==> config.mk <==
export PLATFORM = sky130hd
export DESIGN_NAME = sb_drain_unit
export DESIGN_NICKNAME = d
export VERILOG_FILES = /design/src/rtl/sb_drain_unit.sv
export SDC_FILE = /design/constraint.sdc
export NUM_CORES = 1
export LEC_CHECK = 0
export CORE_MARGIN = 2
export CORE_UTILIZATION = 42
export CTS_BUF_LIST = sky130_fd_sc_hd__clkbuf_8
export CTS_CLUSTER_SIZE = 10
export DETAILED_ROUTE_END_ITERATION = 6
export GPL_TIMING_DRIVEN = 0
export PLACE_DENSITY = 0.84
export SLEW_MARGIN = 20
export SYNTH_ARGS = -nofsm -noshare
export SYNTH_HDL_FRONTEND = slang
export SYNTH_SLANG_ARGS = --single-unit
==> constraint.sdc <==
create_clock -name clk -period 2.9 [get_ports clk]
set_input_delay 0.29 -clock clk [delete_from_list [all_inputs] [get_ports clk]]
set_output_delay 0.29 -clock clk [all_outputs]
set_load 0.02 [all_outputs]
==> src/rtl/sb_drain_unit.sv <==
// Store-buffer drain unit: takes committed stores into a hold register and issues memory writes.
// Build option `SB_DRAIN_MERGE_EN merges same-word stores into the pending hold entry.
module sb_drain_unit #(
    parameter int unsigned ADDR_W          = 32,
    parameter int unsigned DATA_W          = 32,
    parameter int unsigned MAX_OUTSTANDING = 2,
    parameter int unsigned CNT_W           = $clog2(MAX_OUTSTANDING + 1)
) (
    input  logic                clk,
    input  logic                rst,
    input  logic                sb_valid_i,
    output logic                sb_ready_o,
    input  logic [ADDR_W-1:0]   sb_addr_i,
    input  logic [DATA_W-1:0]   sb_data_i,
    input  logic [DATA_W/8-1:0] sb_strb_i,
    output logic                mem_req_valid_o,
    input  logic                mem_req_ready_i,
    output logic [ADDR_W-1:0]   mem_req_addr_o,
    output logic [DATA_W-1:0]   mem_req_data_o,
    output logic [DATA_W/8-1:0] mem_req_strb_o,
    input  logic                mem_resp_valid_i,
    input  logic                mem_resp_err_i,
    output logic                mem_resp_ready_o,
    output logic                drained_o,
    output logic                bus_err_o
);
    localparam int unsigned       STRB_W   = DATA_W / 8;
    localparam logic [CNT_W-1:0]  MaxCnt   = CNT_W'(MAX_OUTSTANDING);
    localparam logic [ADDR_W-1:0] AddrMask = ~ADDR_W'(3);

    typedef enum logic [1:0] {
        StIdle  = 2'b00,
        StIssue = 2'b01,
        StStall = 2'b10
    } state_e;

    state_e              state_q, state_d;
    logic                hold_valid_q, hold_valid_d;
    logic [ADDR_W-1:0]   hold_addr_q, hold_addr_d;
    logic [DATA_W-1:0]   hold_data_q, hold_data_d;
    logic [STRB_W-1:0]   hold_strb_q, hold_strb_d;
    logic [CNT_W-1:0]    cnt_q, cnt_d;
    logic                bus_err_q, bus_err_d;
    logic                drained_q, drained_d;

    logic req_fire;
    logic resp_fire;
    logic resp_stray;
    logic cnt_dec;
    logic merge_hit;
    logic sb_accept;
    logic load_new;

    assign mem_req_valid_o  = (state_q == StIssue);
    assign mem_req_addr_o   = hold_addr_q;
    assign mem_req_data_o   = hold_data_q;
    assign mem_req_strb_o   = hold_strb_q;
    assign mem_resp_ready_o = 1'b1;
    assign drained_o        = drained_q;
    assign bus_err_o        = bus_err_q;

    assign req_fire   = mem_req_valid_o & mem_req_ready_i;
    assign resp_fire  = mem_resp_valid_i;
    // A response with nothing outstanding is dropped and flagged as a bus error.
    assign resp_stray = resp_fire & (cnt_q == '0);
    assign cnt_dec    = resp_fire & ~resp_stray;

`ifdef SB_DRAIN_MERGE_EN
    logic [DATA_W-1:0] merged_data;

    // Merge only into a hold entry that is not leaving this cycle.
    assign merge_hit = hold_valid_q & ~req_fire & ((sb_addr_i & AddrMask) == hold_addr_q);

    always_comb begin
        merged_data = hold_data_q;
        for (int i = 0; i < STRB_W; i++) begin
            if (sb_strb_i[i]) begin
                merged_data[8*i +: 8] = sb_data_i[8*i +: 8];
            end
        end
    end
`else
    assign merge_hit = 1'b0;
`endif

    assign sb_ready_o = ~hold_valid_q | req_fire | merge_hit;
    assign sb_accept  = sb_valid_i & sb_ready_o;
    assign load_new   = sb_accept & ~merge_hit;

    always_comb begin
        hold_valid_d = hold_valid_q;
        hold_addr_d  = hold_addr_q;
        hold_data_d  = hold_data_q;
        hold_strb_d  = hold_strb_q;
        if (req_fire) begin
            hold_valid_d = 1'b0;
        end
        if (load_new) begin
            hold_valid_d = 1'b1;
            hold_addr_d  = sb_addr_i & AddrMask;
            hold_data_d  = sb_data_i;
            hold_strb_d  = sb_strb_i;
        end
`ifdef SB_DRAIN_MERGE_EN
        else if (sb_accept) begin
            hold_data_d = merged_data;
            hold_strb_d = hold_strb_q | sb_strb_i;
        end
`endif
    end

    always_comb begin
        cnt_d = cnt_q;
        if (req_fire && !cnt_dec) begin
            cnt_d = cnt_q + CNT_W'(1);
        end else if (!req_fire && cnt_dec) begin
            cnt_d = cnt_q - CNT_W'(1);
        end
    end

    // State tracks the next hold/counter values so the request valid is a pure flop output.
    always_comb begin
        if (!hold_valid_d) begin
            state_d = StIdle;
        end else if (cnt_d < MaxCnt) begin
            state_d = StIssue;
        end else begin
            state_d = StStall;
        end
        bus_err_d = bus_err_q | (resp_fire & mem_resp_err_i) | resp_stray;
        drained_d = ~hold_valid_d & (cnt_d == '0);
    end

    always_ff @(posedge clk or posedge rst) begin
        if (rst) begin
            state_q      <= StIdle;
            hold_valid_q <= 1'b0;
            hold_addr_q  <= '0;
            hold_data_q  <= '0;
            hold_strb_q  <= '0;
            cnt_q        <= '0;
            bus_err_q    <= 1'b0;
            drained_q    <= 1'b1;
        end else begin
            state_q      <= state_d;
            hold_valid_q <= hold_valid_d;
            hold_addr_q  <= hold_addr_d;
            hold_data_q  <= hold_data_d;
            hold_strb_q  <= hold_strb_d;
            cnt_q        <= cnt_d;
            bus_err_q    <= bus_err_d;
            drained_q    <= drained_d;
        end
    end

`ifndef SYNTHESIS
    cnt_bound_a: assert property (@(posedge clk) disable iff (rst) cnt_q <= MaxCnt);
`ifndef SB_DRAIN_MERGE_EN
    req_stable_a: assert property (@(posedge clk) disable iff (rst)
        (mem_req_valid_o && !mem_req_ready_i) |=>
        (mem_req_valid_o && $stable(mem_req_addr_o) && $stable(mem_req_data_o)
         && $stable(mem_req_strb_o)));
`endif
`endif

endmodule

Word-level counts from Yosys, hierarchy flattened
Cells that the tools add are included.

$add $sub $neg: 2. Reduce and logical (&&, ||, !) cells: 6. Magnitude comparators: 1. Mux-type cells: 6. Equal/unequal tests: 1. Bitwise gates (word level): 12.

Operator list (count): 2-bit two-way mux (4); 1-bit AND (6); 2-bit zero test (2); 1-bit NOT (3); 1-bit bitwise OR (3); 2-bit by 1-bit adder with 2-bit output (second input constant) (1); 2-bit by 1-bit == test with 1-bit output (second input constant) (1); 1-bit logical AND (2); 1-bit zero test (2); 2-bit less-than comparator (second input constant) (1); 1-bit two-way mux (2); 2-bit by 1-bit subtractor with 2-bit output (second input constant) (1).

Output and inout port bits: 73. Register bits: 73. Input bits: 74.

Longest topological paths before layout
Gate-level depths: netlist of the first run.

Depth after elaboration: 10. Gate-level depth with buffers: 6.

Worst setup path after synthesis of the first run
No wires, ideal clock.

Path kind: flip-flop to flip-flop. Start point: register state_q[1]. End point: register hold_addr_q[10] (netlist: mem_req_addr_o[10]). Arrival time: 1.391 ns. Path slack: 1.384 ns. Cell stages (with the launch flop): 7. Path buffers: 2. Library setup time: 0.125 ns. Period minus slack after synthesis: 1.516 ns. Path through: dfrtp_1 -> nand3b_4 -> nand2_4 -> and2_4 -> buf_8 -> buf_12 -> mux2_4.

Longest elaborated chain between the ends: 4.

RTL lines: start, declared (RTL line 37) `state_e state_q, state_d;`; start signal, assigned (RTL line 136) `state_q <= StIdle;`; start signal, assigned (RTL line 145) `state_q <= state_d;`; 2-bit by 1-bit == test with 1-bit output (RTL line 54) `assign mem_req_valid_o = (state_q == StIssue);`; 1-bit AND (RTL line 62) `assign req_fire = mem_req_valid_o & mem_req_ready_i;`; 1-bit bitwise OR (RTL line 86) `assign sb_ready_o = ~hold_valid_q | req_fire | merge_hit;`; named net sb_ready_o (RTL line 12) `output logic sb_ready_o,`; 1-bit AND (RTL line 87) `assign sb_accept = sb_valid_i & sb_ready_o;`; end signal, assigned (RTL line 147) `hold_addr_q <= hold_addr_d;`; end, declared (RTL line 39) `logic [ADDR_W-1:0] hold_addr_q, hold_addr_d;`.

The timed path passes the listed nets, and every way through them passes these cells. A chain may end at the register's enable or synchronous reset.

Worst setup path after layout of the first run
Start point: input port mem_req_ready_i. End point: output port sb_ready_o.

Longest elaborated chain between the ends: 2.

RTL lines: start, declared (RTL line 17) `input logic mem_req_ready_i,`; 1-bit AND (RTL line 62); 1-bit bitwise OR (RTL line 86); end, declared (RTL line 12).

Every way passes these cells.

==> run_results.csv, run 1 <==
group,metric,value,unit
floorplan,rows,31,
worst_hold_path,hp-class,"input pin to asynchronous set/reset pin",
floorplan,core,7140,um2
route,wire_per_inst,15.2,um
logic_synthesis,synth-seq-cells,73,
timing,min_period,1.94,ns
setup_path,cp-end-kind,"output pin",
clock_network,numCtsBuffers,9,
timing,max_freq,0.515,GHz
power,p_leak,2.12,nW
logic_synthesis,synthAdderAreaFrac,1.06,%
logic_synthesis,yosysTopAreaCell,"dfrtp_1",
clock_network,cts-root-buf,"clkbuf_8",
logic_synthesis,synthSimpleGateAreaFrac,4.01,%
clock_network,cts_buffer_depth,2,
placement,gp_congestion,0.744,
route,vias,2002,
timing,setup_tns,0,ns
logic_synthesis,synth_warnings,0,
clock_network,cts_tree,"built",
finish,drive_above_1_share,28.7,%
power,total_power,0.00579,W
timing,setup_viol,0,
global_route,track_usage,17.1,%
timing,rsz0062_at_grt,"false",
clock_network,cts.sink_count,73,
global_route,grt_pass1_wl,10.3,mm
floorplan,die_height,89.3,um
setup_path,crit_arrival,1.65,ns
finish,num_antenna_cells,0,
job,drv_cap,0,
global_route,grt_max_degree,41,
finish,synthToLayoutAreaGrowth,60.6,%
logic_synthesis,synth_xor_area_share,0.287,%
placement,numPortBuffers,141,
setup_path,startpoint_type,"input pin",
timing,post-route-worst-setup-slack,0.960,ns
logic_synthesis,synth_top_family_by_area,"multiplexers",
timing,fin_crit_sh,66.9,%
global_route,overflow,0,
global_route,antenna_found_initial,0,
timing,maxSlewViolCount,0,
logic_synthesis,synth_mux_area_share,29.6,%
route,drc_errors,0,
global_route,grt_pass1_vias,2180,
power,vdd_drop_max,577,uV
floorplan,die_x,89.3,um
clock_network,cts_setup_buffers,0,
setup_path,critPathKind,"input pin to output pin",
floorplan,die-area,7980,um2
power,power_density,1180,nW/um2
logic_synthesis,ys_types,28,
route,ant_nets,0,
timing,hold_viol,0,
route,vias_per_cell,4.58,
clock_network,clk-insertion-delay-late,0.34,ns
route,drt_wl_total,6.66,mm
placement,dp_hpwl,4.90,mm
clock_network,ctsHoldBuffers,0,
logic_synthesis,synth_compound_area_share,0.491,%
route,drt-pass1-iter-count,4,
setup_path,cp_max_fo,5,
clock_network,ctsResizeCount,0,
clock_network,htree_levels,3,
clock_network,path_clk_slew,0.08,ns
logic_synthesis,synthTopCellsByArea,"dfrtp_1, mux2_4, mux2_2",
logic_synthesis,yosysTopAreaCellShare,58.9,%
placement,place_worst_setup_slack,0.928,ns
route,drtIter0Drc,47,
logic_synthesis,ys_seq_area_share,59.8,%
timing,finalClockSkew,0.00814,ns
floorplan,ios,147,
logic_synthesis,synthCells,179,
status,outcome,"complete, no violations",
logic_synthesis,syn-cell-area,3060,um2
floorplan,start_util,42.8,%
finish,nNetsFinal,408,
logic_synthesis,postSynthAreaPerCell,17.1,um2
setup_path,required,2.61,ns
==> layout make-up <==
cell class                      instances  area [um2]
Buffer                                 10         128
Clock buffer                           10         138
Clock inverter                          6         154
Fill cell                             511        2230
Inverter                                3        13.8
Multi-Input combinational cell         94        1090
Sequential cell                        73        1830
Tap cell                               99         124
Timing Repair Buffer                  142        1430
==> per-stage QoR <==
step | cell area, um2 | utilization [%] | std cells | hold slack, ns
after floorplan | 3060 | - | 180 | 0.434
after global placement | 4600 | 64.4 | 420 | 0.450
after detailed placement | 4620 | 64.7 | 421 | 0.469
after CTS | 4910 | 68.8 | 437 | 0.316
after global routing | 4910 | 68.8 | 437 | 0.370
final | 4910 | 68.8 | 437 | 0.313
==> Yosys cell counts, drive strengths merged <==
master  number
a21oi        1
and2         2
and2b        1
and3         1
and3b        1
buf         10
conb         2
dfrtp       72
dfstp        1
ha           1
inv          3
maj3         2
mux2        66
mux2i        1
nand2        4
nand2b       3
nand3b       1
nand4        1
nor2b        2
nor3         1
o21ai        2
xnor2        1
==> per-layer routing <==
layer | global-route usage, % | share of wire (%) | routed length (um) | vias up
met3 | 6.56 | 9.4 | 629 | 11
met4 | 7.87 | 1.7 | 110 | 0
met2 | 26.9 | 48 | 3200 | 90
met5 | 0 | 0 | 0 | -
met1 | 20.8 | 41 | 2730 | 986
li1 | - | - | - | 915
==> critical path: stages <==
cell and delay [ns]:
clkdlybuf4s50_1 0.52, nand3b_4 0.13, nand2_4 0.10, clkdlybuf4s50_1 0.62
==> layout by cell type (no fill, tap or decap), types with 2 or more instances in the layout <==
| cell | Yosys | routed |
|---|---|---|
| bufinv_16 | 0 | 5 |
| inv_1 | 3 | 3 |
| maj3_1 | 2 | 2 |
| buf_4 | 3 | 3 |
| clkbuf_8 | 0 | 10 |
| nand2_1 | 3 | 3 |
| mux2_2 | 26 | 26 |
| clkdlybuf4s50_1 | 0 | 141 |
| conb_1 | 2 | 3 |
| dfrtp_1 | 72 | 72 |
| nor2b_1 | 2 | 2 |
| buf_12 | 4 | 5 |
| buf_2 | 2 | 2 |
| mux2_4 | 40 | 40 |
| o21ai_0 | 2 | 2 |
| nand2b_1 | 3 | 3 |
==> worst paths after layout <==
path,cells past startpoint,start,endpoint,slack [ns]
min in group clk,1,bus_err_o,bus_err_o,0.49
hold reg to reg,1,bus_err_o,bus_err_o,0.49
setup / recovery,4,mem_req_ready_i,sb_ready_o,0.96
setup reg to reg,6,cnt_q[0],state_q[1],1.24
max in group asynchronous,3,rst,drained_o,1.96
hold / removal,2,rst,mem_req_addr_o[24],0.31
==> kinds of logic after synthesis <==
logic type               Yosys count
AO/OA/AOI/OAI                      3
XOR/XNOR                           1
adder cells (fa/ha/maj)            3
buffers and inverters             13
flip-flops                        73
multiplexers                      67
other                              2
AND/OR/NAND/NOR                   17
==> state kept, by name, indices dropped and copies added, names as in the netlist <==
register and flops:
bus_err_o 1, cnt_q 2, drained_o 1, hold_valid_q 1, mem_req_addr_o 30, mem_req_data_o 32
mem_req_strb_o 4, state_q 2
==> power by group <==
part           total (W)  internal [W]  switching, W
clock network    0.00113      0.000766      0.000360
registers        0.00180       0.00153      0.000267
logic            0.00286       0.00165       0.00121
No activity file was read; power rests on OpenSTA's default activity.
==> run 2: changes to the inputs <==
==> constraint.sdc (replaced) <==
create_clock -name clk -period 1.9 [get_ports clk]
set_input_delay 0.19 -clock clk [delete_from_list [all_inputs] [get_ports clk]]
set_output_delay 0.19 -clock clk [all_outputs]
set_load 0.02 [all_outputs]
==> run_results.csv, run 2 (synthesis results as in run 1) <==
group,metric,value,unit
placement,numPortBuffers,141,
setup_path,startpoint_type,"register",
setup_path,critPathMaxStageDelay,0.61,ns
finish,synthToLayoutAreaGrowth,60.1,%
setup_path,cp_max_fo,5,
timing,max_freq,0.553,GHz
finish,post-route-util,68.6,%
route,vias,2015,
power,p_clk_share,17.5,%
timing,setup_viol,0,
floorplan,die-area,7980,um2
floorplan,core,7140,um2
route,drt_wl_total,6.74,mm
power,power_density,1770,nW/um2
clock_network,cts_setup_buffers,0,
clock_network,cts.sink_count,73,
setup_path,cp-startpoint,"state_q[1]",
finish,drive_above_1_share,28.9,%
timing,maxSlewViolCount,0,
route,ant_nets,0,
finish,fill_cells,528,
route,drc_errors,0,
setup_path,r2r-start,"cnt_q[0]",
finish,final_cell_mix,"clkdlybuf4s50_1, dfrtp_1, mux2_4",
route,vias_per_cell,4.60,
setup_path,cp-end-kind,"output pin",
timing,rsz0062_at_grt,"false",
timing,min_period,1.81,ns
global_route,track_usage,16.6,%
route,drtIter0Drc,52,
job,drv_cap,0,
floorplan,rows,31,
clock_network,clk-insertion-delay-late,0.34,ns
timing,fin_crit_sh,95.2,%
setup_path,critPathKind,"register to output pin",
setup_path,crit_arrival,1.62,ns
clock_network,cts_tree,"built",
setup_path,cp_top_family,"buffers and inverters",
finish,fin_cells,438,
clock_network,htree_levels,3,
power,p_leak,2.11,nW
route,wire_per_inst,15.4,um
placement,post_dp_cell_area,4640,um2
power,intPower,0.00580,W
floorplan,ios,147,
finish,layout_commonest_cell,"clkdlybuf4s50_1",
setup_path,ff2ff_path_depth,6,
timing,setup_tns,0,ns
global_route,grt_pass1_wl,9.93,mm
clock_network,numCtsBuffers,9,
finish,largest_reg_flops,32,
finish,num_antenna_cells,0,
clock_network,cts_buffer_depth,2,
placement,dp_hpwl,5.07,mm
power,power.net_switching,0.00284,W
worst_hold_path,hp-class,"input pin to asynchronous set/reset pin",
setup_path,r2r_setup_slack,0.27,ns
placement,dp.cells,422,
finish,fin_area,4890,um2
power,pwr-share-comb,50.7,%
floorplan,die_x,89.3,um
setup_path,slowest_stage,"clkdlybuf4s50_1",
global_route,overflow,0,
setup_path,cp_cell_sequence,"nand3b_4, nand2_4, clkdlybuf4s50_1",
floorplan,die_height,89.3,um
global_route,antenna_found_initial,0,
finish,nNetsFinal,409,
setup_path,r2r-end,"state_q[1]",
global_route,grt_pass1_vias,2139,
power,switching_share,32.8,%
floorplan,start_util,42.8,%
clock_network,ctsHoldBuffers,0,
clock_network,cts-root-buf,"clkbuf_8",
power,p_seq_share,31.8,%
placement,gp_congestion,0.669,
timing,hold_viol,0,
timing,finalClockSkew,0.0131,ns
clock_network,path_clk_slew,0.08,ns
global_route,grt_max_degree,32,
route,drt-pass1-iter-count,4,
setup_path,required,1.71,ns
status,outcome,"complete, no violations",
clock_network,ctsResizeCount,0,
setup_path,crit_buf_inv,1,
power,vdd_drop_max,934,uV
run 2: cell count changes in the layout (fill, tap and decap cells not counted):
cell	delta
clkinvlp_4	+1
clkbuf_8	+1
bufinv_16	-2
clkinv_4	+1
inv_4	-1
buf_12	+1
run 2: metrics by stage:
stage	hold slack [ns]	setup slack (ns)	power (W)
floorplan	0.334	0.384	0.00522
global placement	0.450	0.0166	0.00704
detailed placement	0.453	0.0233	0.00717
CTS	0.222	0.0618	0.00874
global route	0.247	0.0169	0.00910
finish	0.222	0.0911	0.00864
run 2: worst register-to-register path: cells and delay by family (launching register included):
kind / cells / cell delay [ns]
multiplexers: 1 / 0.22
adder cells (fa/ha/maj): 2 / 0.59
AND/OR/NAND/NOR: 2 / 0.34
flip-flops: 1 / 0.35
buffers and inverters: 1 / 0.08
run 2: area by class of cell:
type	instances	area [um2]	area share [%]
flip-flops and latches	73	1830	37.4
repair buffers	143	1450	29.7
multi-input cells	94	1090	22.3
clock buffers	11	151	3.09
plain buffers	10	128	2.61
well taps	99	124	2.53
clock inverters	5	103	2.10
inverters	3	15.0	0.307
run 2: layer usage:
layer  wire length (um)  part of all wire, %  GRT usage [%]
met3                684                   10           6.37
met1               2810                   42           20.5
met4                149                  2.2           8.14
met2               3090                   46           25.7
met5                  0                    0              0
run 2: worst max path at each step:
stage	slack [ns]	end	cells after the start
finish	0.09	sb_ready_o	3
global route	0.02	sb_ready_o	3
CTS	0.06	sb_ready_o	3
detailed placement	0.02	mem_req_data_o[30]	7
global placement	0.02	mem_req_data_o[26]	2
floorplan	0.38	mem_req_addr_o[10]	6
run 2: power by group through the flow:
stage	clock network (W)	logic, W	registers, W
2_1_floorplan	0	0.00158	0.00364
3_3_place_gp	0	0.00432	0.00272
3_5_place_dp	0	0.00441	0.00276
4_1_cts	0.00155	0.00443	0.00275
5_1_grt	0.00162	0.00464	0.00284
6_report	0.00151	0.00438	0.00274
==> run 3: changes to the inputs <==
--- a/config.mk
+++ b/config.mk
@@ -6,12 +6,12 @@
 export NUM_CORES = 1
 export LEC_CHECK = 0
 export CORE_MARGIN = 2
-export CORE_UTILIZATION = 42
+export CORE_UTILIZATION = 45
 export CTS_BUF_LIST = sky130_fd_sc_hd__clkbuf_8
 export CTS_CLUSTER_SIZE = 10
 export DETAILED_ROUTE_END_ITERATION = 6
-export GPL_TIMING_DRIVEN = 0
-export PLACE_DENSITY = 0.84
+export HOLD_SLACK_MARGIN = 0.15
+export PLACE_DENSITY = 0.89
 export SLEW_MARGIN = 20
 export SYNTH_ARGS = -nofsm -noshare
 export SYNTH_HDL_FRONTEND = slang
==> constraint.sdc (replaced) <==
create_clock -name clk -period 2.31 [get_ports clk]
set_input_delay 0.231 -clock clk [delete_from_list [all_inputs] [get_ports clk]]
set_output_delay 0.231 -clock clk [all_outputs]
set_load 0.02 [all_outputs]
==> run_results.csv, run 3 (synthesis results as in run 1) <==
group,metric,value,unit
timing,maxSlewViolCount,0,
placement,gp_congestion,0.708,
finish,largest_reg_flops,32,
finish,final_cell_mix,"clkdlybuf4s50_1, dfrtp_1, mux2_4",
setup_path,cp_cell_sequence,"nand3b_4, nand2_4, clkdlybuf4s50_1",
timing,min_period,1.85,ns
finish,num_antenna_cells,0,
timing,setup_viol,0,
timing,finalClockSkew,0.0119,ns
setup_path,cp_top_family,"buffers and inverters",
setup_path,crit_buf_inv,1,
power,p_leak,2.05,nW
global_route,use_met2,30.1,%
timing,rsz0062_at_grt,"false",
worst_hold_path,hp-class,"input pin to asynchronous set/reset pin",
global_route,grt_pass1_vias,2152,
global_route,antenna_found_initial,0,
global_route,use_met1,22.5,%
job,drv_cap,0,
finish,layout_commonest_cell,"clkdlybuf4s50_1",
route,drc_errors,0,
timing,max_freq,0.539,GHz
setup_path,crit_arrival,1.62,ns
route,drt-pass1-iter-count,4,
global_route,grt_pass1_wl,10.7,mm
setup_path,cp_max_fo,5,
clock_network,cts.sink_count,73,
timing,setup_tns,0,ns
placement,numPortBuffers,141,
global_route,grt-busiest-layer,"met2",
finish,post-route-util,70.9,%
floorplan,start_util,45.7,%
timing,max_slew.worst_pin.slew,0.527,ns
timing,fin_crit_sh,80.3,%
finish,fill_cells,469,
global_route,use_met3,8.10,%
route,drt_wl_total,6.72,mm
power,power_density,1470,nW/um2
setup_path,startpoint_type,"register",
global_route,track_usage,18.7,%
setup_path,required,2.08,ns
finish,drive_above_1_share,27.5,%
clock_network,ctsHoldBuffers,0,
clock_network,cts_tree,"built",
clock_network,clk-insertion-delay-late,0.34,ns
setup_path,critPathKind,"register to output pin",
floorplan,core,6680,um2
floorplan,die-area,7470,um2
timing,relSlewSlack,64.9,%
finish,nNetsFinal,401,
route,vias,1982,
route,ant_nets,0,
placement,place_worst_setup_slack,0.234,ns
clock_network,path_clk_slew,0.08,ns
global_route,overflow,0,
route,vias_per_cell,4.82,
clock_network,numCtsBuffers,9,
setup_path,cp-end-kind,"output pin",
finish,synthToLayoutAreaGrowth,55.0,%
floorplan,die_x,86.4,um
clock_network,cts-root-buf,"clkbuf_8",
clock_network,htree_levels,3,
power,vdd_drop_max,736,uV
route,drtIter0Drc,42,
clock_network,cts_setup_buffers,0,
placement,dp_hpwl,4.99,mm
status,outcome,"complete, no violations",
clock_network,cts_buffer_depth,2,
clock_network,ctsResizeCount,0,
global_route,grt_max_degree,43,
route,wire_per_inst,16.3,um
setup_path,critPathMaxStageDelay,0.61,ns
floorplan,rows,30,
timing,post-route-worst-setup-slack,0.455,ns
floorplan,ios,147,
setup_path,slowest_stage,"clkdlybuf4s50_1",
timing,hold_viol,0,
floorplan,die_height,86.4,um
-- run 3: stage by stage --
step | hold WS, ns | instance area, um2 | instances | power, W
after floorplan | 0.375 | 3060 | 180 | 0.00429
after global placement | 0.452 | 4500 | 395 | 0.00572
after detailed placement | 0.464 | 4500 | 395 | 0.00586
after CTS | 0.290 | 4740 | 411 | 0.00705
after global routing | 0.321 | 4740 | 411 | 0.00733
final | 0.291 | 4740 | 411 | 0.00697
-- run 3: path summary, 6_finish.rpt --
kind	startpoint	end	slack, ns	cells after the start
worst max-delay path	state_q[1]	sb_ready_o	0.46	3
worst min-delay path	rst	mem_req_data_o[22]	0.29	3
worst max register to register	state_q[1]	mem_req_data_o[9]	0.57	5
worst min register to register	bus_err_o	bus_err_o	0.48	1
max in group asynchronous	rst	drained_o	1.58	3
min in group clk	bus_err_o	bus_err_o	0.48	1
-- run 3: power by group --
group / total [W] / internal, W / switching, W
clock network: 0.00117 / 0.000698 / 0.000468
registers: 0.00227 / 0.00192 / 0.000349
logic: 0.00353 / 0.00202 / 0.00151
total: 0.00697 / 0.00464 / 0.00233
-- run 3: cell type report --
cell class / count / area [um2] / area share (%)
Clock buffer: 12 / 165 / 3.49
Tap cell: 80 / 100 / 2.11
Clock inverter: 4 / 73.8 / 1.56
Multi-Input combinational cell: 94 / 1090 / 23.1
Timing Repair Buffer: 145 / 1470 / 30.9
Sequential cell: 73 / 1830 / 38.6
Inverter: 3 / 11.3 / 0.238
-- run 3: worst min-delay path, delay by kind of cell --
family / cells / cell delay [ns]
buffers and inverters: 3 / 0.82
-- run 3: per-layer routing --
metal	share of wire (%)	up-vias	routed length, um
met5	0	-	0
met4	1.2	0	83
met3	9.2	8	620
met2	50	94	3340
met1	40	981	2680
li1	-	899	-
